File: src/rtl/mem_arbiter_pkg.sv
// Shared types and constants for the memory arbiter: FSM states, access sizes, bytemode codes.
package mem_arbiter_pkg;
  typedef enum logic [1:0] {IDLE, DATA, FETCH} state_t;

  localparam logic [1:0] SZ_BYTE = 2'd0;
  localparam logic [1:0] SZ_HALF = 2'd1;
  localparam logic [1:0] SZ_WORD = 2'd2;

  localparam logic [4:0] BM_WORD     = 5'b01111;
  localparam int         BM_UNSIGNED = 4;

  function automatic logic misaligned(input logic [1:0] size, input logic [1:0] addr_lo);
    return ((size == SZ_HALF) && addr_lo[0]) || ((size == SZ_WORD) && (addr_lo != 2'b00));
  endfunction
endpackage

File: src/rtl/mem_arbiter_bytemode_gen.sv
// Byte-lane enables (lane 3 = bits 31:24) plus zero-extend flag for a data access; purely combinational.
module bytemode_gen
  import mem_arbiter_pkg::*;
(
  input  logic [1:0] size,
  input  logic [1:0] addr_lo,
  input  logic       is_unsigned,
  input  logic       is_load,
  output logic [4:0] bytemode
);
  logic [3:0] lanes;

  always_comb begin
    lanes = 4'b1111;
    case (size)
      SZ_BYTE: lanes = 4'b0001 << addr_lo;
      SZ_HALF: lanes = addr_lo[1] ? 4'b1100 : 4'b0011;
      default: lanes = 4'b1111;
    endcase
    bytemode              = {1'b0, lanes};
    bytemode[BM_UNSIGNED] = is_load & is_unsigned;
  end
endmodule

File: src/rtl/mem_arbiter.sv
// Arbitrates instruction fetch and data load/store onto one MMU port, one access per DATA/FETCH cycle.
// MEM_ALIGN_CHECK_EN: misaligned half/word accesses skip the MMU and pulse misalign_exc.
module mem_arbiter
  import mem_arbiter_pkg::*;
(
  input  logic        clk,
  input  logic        rst_n,
  input  logic        if_req,
  input  logic [31:0] if_addr,
  output logic [31:0] if_rdata,
  output logic        if_valid,
  input  logic        mem_rd,
  input  logic        mem_wr,
  input  logic [31:0] mem_addr,
  input  logic [31:0] mem_wdata,
  input  logic [1:0]  mem_size,
  input  logic        mem_unsigned,
  output logic [31:0] mem_rdata,
  output logic        mem_valid,
  output logic        mmu_read,
  output logic        mmu_write,
  output logic [31:0] mmu_addr,
  output logic [31:0] mmu_wdata,
  output logic [4:0]  mmu_bytemode,
  input  logic [31:0] mmu_rdata,
  output logic        stall,
  output logic        misalign_exc
);
  state_t     state;
  logic       data_pend, if_pend, go_data, go_fetch, mis;
  logic [4:0] data_bm;

  // A request whose completion pulse is visible this cycle has already been served.
  assign data_pend = (mem_rd | mem_wr) & ~mem_valid;
  assign if_pend   = if_req & ~if_valid;
  assign stall     = data_pend | if_pend;

  assign go_data  = data_pend & ((state == IDLE) | (state == FETCH));
  assign go_fetch = if_pend & (((state == IDLE) & ~data_pend) | (state == DATA));

  bytemode_gen u_bytemode_gen (
    .size        (mem_size),
    .addr_lo     (mem_addr[1:0]),
    .is_unsigned (mem_unsigned),
    .is_load     (mem_rd),
    .bytemode    (data_bm)
  );

`ifdef MEM_ALIGN_CHECK_EN
  logic mis_q;
  assign mis = misaligned(mem_size, mem_addr[1:0]);

  always_ff @(posedge clk or negedge rst_n) begin
    if (!rst_n) begin
      mis_q        <= 1'b0;
      misalign_exc <= 1'b0;
    end else begin
      if (go_data) mis_q <= mis;
      misalign_exc <= (state == DATA) & mis_q;
    end
  end
`else
  assign mis          = 1'b0;
  assign misalign_exc = 1'b0;
`endif

  always_ff @(posedge clk or negedge rst_n) begin
    if (!rst_n) begin
      state        <= IDLE;
      mmu_read     <= 1'b0;
      mmu_write    <= 1'b0;
      mmu_addr     <= '0;
      mmu_wdata    <= '0;
      mmu_bytemode <= '0;
      mem_rdata    <= '0;
      mem_valid    <= 1'b0;
      if_rdata     <= '0;
      if_valid     <= 1'b0;
    end else begin
      mem_valid <= 1'b0;
      if_valid  <= 1'b0;
      case (state)
        // Stores and skipped accesses leave mmu_read low, so they report zero.
        DATA: begin
          mem_valid <= 1'b1;
          mem_rdata <= mmu_read ? mmu_rdata : '0;
        end
        FETCH: begin
          if_valid <= 1'b1;
          if_rdata <= mmu_rdata;
        end
        default: ;
      endcase

      if (go_data) begin
        state        <= DATA;
        mmu_read     <= mem_rd & ~mis;
        mmu_write    <= mem_wr & ~mis;
        mmu_addr     <= mem_addr;
        mmu_wdata    <= mem_wdata;
        mmu_bytemode <= data_bm;
      end else if (go_fetch) begin
        state        <= FETCH;
        mmu_read     <= 1'b1;
        mmu_write    <= 1'b0;
        mmu_addr     <= if_addr;
        mmu_wdata    <= '0;
        mmu_bytemode <= BM_WORD;
      end else begin
        state        <= IDLE;
        mmu_read     <= 1'b0;
        mmu_write    <= 1'b0;
        mmu_bytemode <= '0;
      end
    end
  end
endmodule

File: config.mk
export PLATFORM = sky130hd
export DESIGN_NAME = mem_arbiter
export DESIGN_NICKNAME = d
export VERILOG_FILES = /design/src/rtl/mem_arbiter_pkg.sv /design/src/rtl/mem_arbiter_bytemode_gen.sv /design/src/rtl/mem_arbiter.sv
export SDC_FILE = /design/constraint.sdc
export NUM_CORES = 1
export LEC_CHECK = 0
export CAP_MARGIN = 20
export CELL_PAD_IN_SITES_DETAIL_PLACEMENT = 0
export CELL_PAD_IN_SITES_GLOBAL_PLACEMENT = 1
export CORE_MARGIN = 2
export CORE_UTILIZATION = 27
export DETAILED_ROUTE_END_ITERATION = 16
export PLACE_DENSITY_LB_ADDON = 0.1
export SYNTH_ARGS = -nofsm -noshare
export SYNTH_HDL_FRONTEND = slang
export SYNTH_SLANG_ARGS = --single-unit
File: constraint.sdc
create_clock -name clk -period 1.42 [get_ports clk]
set_input_delay 0.213 -clock clk [delete_from_list [all_inputs] [get_ports clk]]
set_output_delay 0.213 -clock clk [all_outputs]
set_load 0.01 [all_outputs]
; Word level (Yosys, flattened, before mapping)
; Cells that the tools add are included.
[totals]
ff_bits = 139
out_inout_bits = 139
input_bits = 136
[classes]
bitwise = 13
n_eq_ne = 3
reduce_logical = 3
n_shift = 1
mux = 16
[ops]
columns = cell, count
row1 = $mux 32, 5
row2 = $mux 4, 2
row3 = $pmux 4 s2, 1
row4 = $and 1x1->1, 6
row5 = $mux 1, 5
row6 = $mux 5, 1
row7 = $eq 2x1->1 const B, 2
row8 = $logic_not 2->1, 2
row9 = $mux 2, 2
row10 = $or 1x1->1, 4
row11 = $shl 1x2->4 const A, 1
row12 = $not 1->1, 3
row13 = $eq 2x2->1 const B, 1
row14 = $reduce_bool 2->1, 1

; Longest topological paths before layout
[depth]
depth_word = 8
mapped_depth = 6
mapped_depth_nobuf = 4

; Modules after synthesis
; A second synthesis with hierarchy kept.
[unflattened]
cells_unflattened = 496
area_unflattened_um2 = 5545.3
[by_module_without_submodules]
columns = mod, n_inst, cells_each, area_per_inst_um2
row1 = mem_arbiter, 1, 488, 5495.3
row2 = bytemode_gen, 1, 8, 50.0

; Worst setup path before layout
; Ideal clock, no wire load.
[synth_timing]
path_type = reg-to-reg
start = register if_valid
end = register mmu_addr[10]
setup_time_ps = 141
t_arrival_ps = 1189
slack_ps = 89
required_time_ps = 1279
period_less_slack_ps = 1331
path_stages_with_launch = 6
path_cell_list = dfrtp_1 > or3b_1 > buf_2 > buf_6 > nand2_1 > a31oi_1
[synth_via]
elab_chain_len = 4
[synth_rtl]
columns = item, line_no
row1 = start: declaration, mem_arbiter.sv:11  ; output logic if_valid,
row2 = start signal: assignment, mem_arbiter.sv:78  ; if_valid <= 1'b0;
row3 = start signal: assignment, mem_arbiter.sv:81  ; if_valid <= 1'b0;
row4 = start signal: assignment, mem_arbiter.sv:89  ; if_valid <= 1'b1;
row5 = $not 1->1, mem_arbiter.sv:35  ; assign if_pend = if_req & ~if_valid;
row6 = $and 1x1->1, mem_arbiter.sv:35
row7 = $and 1x1->1, mem_arbiter.sv:39  ; assign go_fetch = if_pend & (((state == IDLE) & ~data_pend) | (state == DATA));
row8 = $reduce_bool 2->1 (no line), --
row9 = end signal: assignment, mem_arbiter.sv:99  ; mmu_addr <= mem_addr;
row10 = end signal: assignment, mem_arbiter.sv:106  ; mmu_addr <= if_addr;
row11 = end: declaration, mem_arbiter.sv:22  ; output logic [31:0] mmu_addr,
; Every way passes these cells.
; A chain may end at the register's enable or synchronous reset.

; Worst setup path in the final report
[layout_timing]
start = register mem_valid
end = output stall
[layout_via]
elab_chain_len = 3
[layout_rtl]
columns = item, line_no
row1 = start: declaration, mem_arbiter.sv:19  ; output logic mem_valid,
row2 = start signal: assignment, mem_arbiter.sv:76  ; mem_valid <= 1'b0;
row3 = start signal: assignment, mem_arbiter.sv:80  ; mem_valid <= 1'b0;
row4 = start signal: assignment, mem_arbiter.sv:85  ; mem_valid <= 1'b1;
row5 = $not 1->1, mem_arbiter.sv:34  ; assign data_pend = (mem_rd | mem_wr) & ~mem_valid;
row6 = $and 1x1->1, mem_arbiter.sv:34
row7 = $or 1x1->1, mem_arbiter.sv:36  ; assign stall = data_pend | if_pend;
row8 = end: declaration, mem_arbiter.sv:26  ; output logic stall,
; Every way passes these cells.

==> metrics.csv <==
stage,metric,value,unit
drt,post-route DRC violation count,0,
layout,layout cells sized above 1,16.1,%
logic_synthesis,Synth Area in Compound Gates,13.2,%
logic_synthesis,register area share after synthesis,62.8,%
logic_synthesis,syn_area_per_cell,11.2,um2
worst_setup_path,WP data arrival,1.19,ns
global_routing,gr ovfl total,0,
power,static leakage,4.36,nW
cts,Max Buffers Root-to-Sink,2,
layout,"commonest non-fill, non-tap cell in the layout",dfrtp_1,
sta,fin crit share,98.5,%
drt,via count,4858,
sta,final setup fails,0,
cts,TritonCTS clock tree,done,
sta,fmax,715,MHz
worst_setup_path,crit path launch type,flip-flop,
job,Max-Cap Viols,0,
drt,routed vias/inst,4.57,
global_routing,first-pass GRT wire length,28.4,mm
drt,final WL,18.8,mm
sta,clock skew,0.0110,ns
layout,"commonest non-fill, non-tap cells in the layout","dfrtp_1, dlygate4sd2_1, clkdlybuf4s50_1",
logic_synthesis,Synth Register Bits,139,
sta,final hold viol count,0,
die,DIE WIDTH,147,um
cts,Num CTS Buffers,17,
power,P per Cell Area,2230,mW/mm2
placed_design,port bufs,273,
logic_synthesis,Post-Synthesis Net Count,629,
logic_synthesis,largest family of logic cells by synthesized area,compound AO/OA/AOI/OAI gates,
die,# rows,52,
drt,1st-iter DRT viols,164,
cts,clock tree sinks,139,
global_routing,initial antenna violation count,0,
logic_synthesis,post-synthesis adder-cell area fraction,0,%
sta,Final Max Slew Viols,0,
sta,worst setup margin,0.0219,ns
placed_design,hpwl dp,12.6,mm
sta,RSZ-0062 raised after global routing,true,
layout,Nets,917,
drt,Post-DRT Antenna Nets,0,
worst_hold_path,Hold Path Class,primary input to asynchronous set/reset pin,
die,die area,0.0217,mm2
logic_synthesis,Yosys warning total,0,
placed_design,dpl ws,-0.364,ns
cts,Root Buffer,clkbuf_16,
logic_synthesis,Syn Std Cell Area,0.00554,mm2
die,Die Y,147,um
cts,Skew-Pair Late Insertion Delay,0.42,ns
die,Core Box Area,0.0202,mm2
global_routing,vias in the first global route,5055,
layout,ant diodes,0,
logic_synthesis,post-synthesis xor/xnor area fraction,0,%
placed_design,GP Congestion,0.768,
worst_setup_path,kind of critical path,flip-flop to output pin,
die,Initial Util,27.4,%
power,VDD IR max,0.000904,V
global_routing,Total GRT Usage,16.8,%
sta,min Tclk post-route,1.40,ns
die,num ports,275,
cts,"CTS clk-pin slew, worst paths",0.06,ns
cts,depth of the CTS H-tree,4,
drt,DR WL/cell,17.7,um
outcome,outcome,completed,
logic_synthesis,multiplexer share of the synthesized area,6.71,%
power,overall power,21.2,mW
worst_setup_path,Critical Path Sink Type,output pin,
worst_setup_path,Critical Path RT,1.21,ns
worst_setup_path,CP Max Fanout,2,
logic_synthesis,Netlist cell types,26,
global_routing,largest net degree at the start of global routing,37,
drt,DR pass1 iterations,4,
logic_synthesis,Post-Synth Simple-Gate Area,12.9,%
logic_synthesis,Synth Instances,493,
layout,area delta synth->final,72.1,%
==> metal layers <==
layer	GRT usage [%]	vias to the layer above	part of all wire, %
li1	-	2286	-
met1	20.9	2340	43
met2	27.0	213	47
met4	5.19	0	1.3
met5	0	-	0
met3	6.68	19	9.0
==> metrics by stage <==
step	instance area [um2]	setup TNS (ns)	util [%]	hold slack, ns	instances
floorplan	5540	0	-	-0.0826	493
global placement	8740	-18.46	43.3	0.120	1022
global route	9520	-0.480	47.2	0.249	1064
finish	9520	0	47.2	0.248	1064
CTS	9190	-0.0146	45.6	0.243	1055
detailed placement	8740	-19.74	43.3	0.119	1022
==> path summary, 6_finish.rpt <==
kind	depth (start not counted)	slack (ns)	from	end
max	3	0.02	mem_valid$_DFF_PN0_	stall
min	2	0.25	rst_n	mmu_addr[22]$_DFFE_PN0P_
max reg2reg	6	0.02	mem_valid$_DFF_PN0_	mmu_addr[18]$_DFFE_PN0P_
min reg2reg	2	0.47	mem_rdata[19]$_DFFE_PN0N_	mem_rdata[19]$_DFFE_PN0N_
max in group asynchronous	3	0.61	rst_n	mmu_addr[9]$_DFFE_PN0P_
min in group clk	3	0.36	if_addr[23]	mmu_addr[23]$_DFFE_PN0P_
==> kinds of logic after synthesis <==
| logic type | after synthesis |
|---|---|
| buf+inv | 43 |
| mux | 33 |
| compound gates | 108 |
| other cells | 1 |
| simple gates | 169 |
| flops | 139 |
==> timing repair <==
action,CTS,global route
setup endpoints to repair,149,59
hold buffers,1,0
endpoints found under the hold margin,93,0
gates resized for setup,148,27
pin swaps,1,1
cloned,0,5
buffers inserted,0,4
==> registers in the layout, indices dropped and copies added, names as in the netlist <==
signal,count
mmu_wdata,32
state,2
if_rdata,32
mmu_bytemode,5
mem_rdata,32
mmu_read,1
mmu_write,1
if_valid,1
mem_valid,1
mmu_addr,32
==> area by class of cell <==
class                      count  area, um2
sequential                   139       3480
clock buffer                  19        453
multi-input combinational    311       2010
inverter                       6       27.5
fill                        1929      10600
tap                          270        338
timing repair buffer         306       3070
clock inverter                13        141
==> worst max-delay path, stage by stage, from the launching register on <==
cell and delay, ns:
dfrtp_1 0.38, o21bai_4 0.18, o21ai_2 0.06, buf_2 0.15
==> power by group <==
group | internal [mW] | leakage (nW) | switching (mW)
sequential | 5.85 | 1.71 | 0.928
clock | 2.69 | 0.286 | 1.77
combinational | 4.91 | 2.37 | 5.06
total | 13.4 | 4.36 | 7.75
==> synthesized netlist by cell type <==
| cell | number | area, um2 |
|---|---|---|
| o21ba_2 | 1 | 10.0 |
| nor3b_4 | 1 | 18.8 |
| o21bai_2 | 1 | 11.3 |
| a31oi_1 | 32 | 200 |
| nand2_4 | 1 | 11.3 |
| nor3_1 | 33 | 165 |
| a21oi_4 | 1 | 16.3 |
| mux2_2 | 33 | 372 |
| clkbuf_1 | 14 | 52.6 |
| dfrtp_1 | 139 | 3480 |
| a22o_1 | 32 | 280 |
| or3b_1 | 1 | 8.76 |
| o21ai_0 | 35 | 175 |
| and3_1 | 2 | 12.5 |
| inv_1 | 4 | 15.0 |
| o21bai_1 | 2 | 15.0 |
| nand2_1 | 128 | 480 |
| buf_2 | 12 | 60.1 |
| nor2_1 | 1 | 3.75 |
| buf_6 | 6 | 67.6 |
| nand2_2 | 1 | 6.26 |
| conb_1 | 1 | 3.75 |
| buf_4 | 5 | 37.5 |
| nand2b_1 | 1 | 6.26 |
| inv_2 | 2 | 7.51 |
| a21oi_1 | 4 | 20.0 |
No activity file was read; power rests on OpenSTA's default activity.
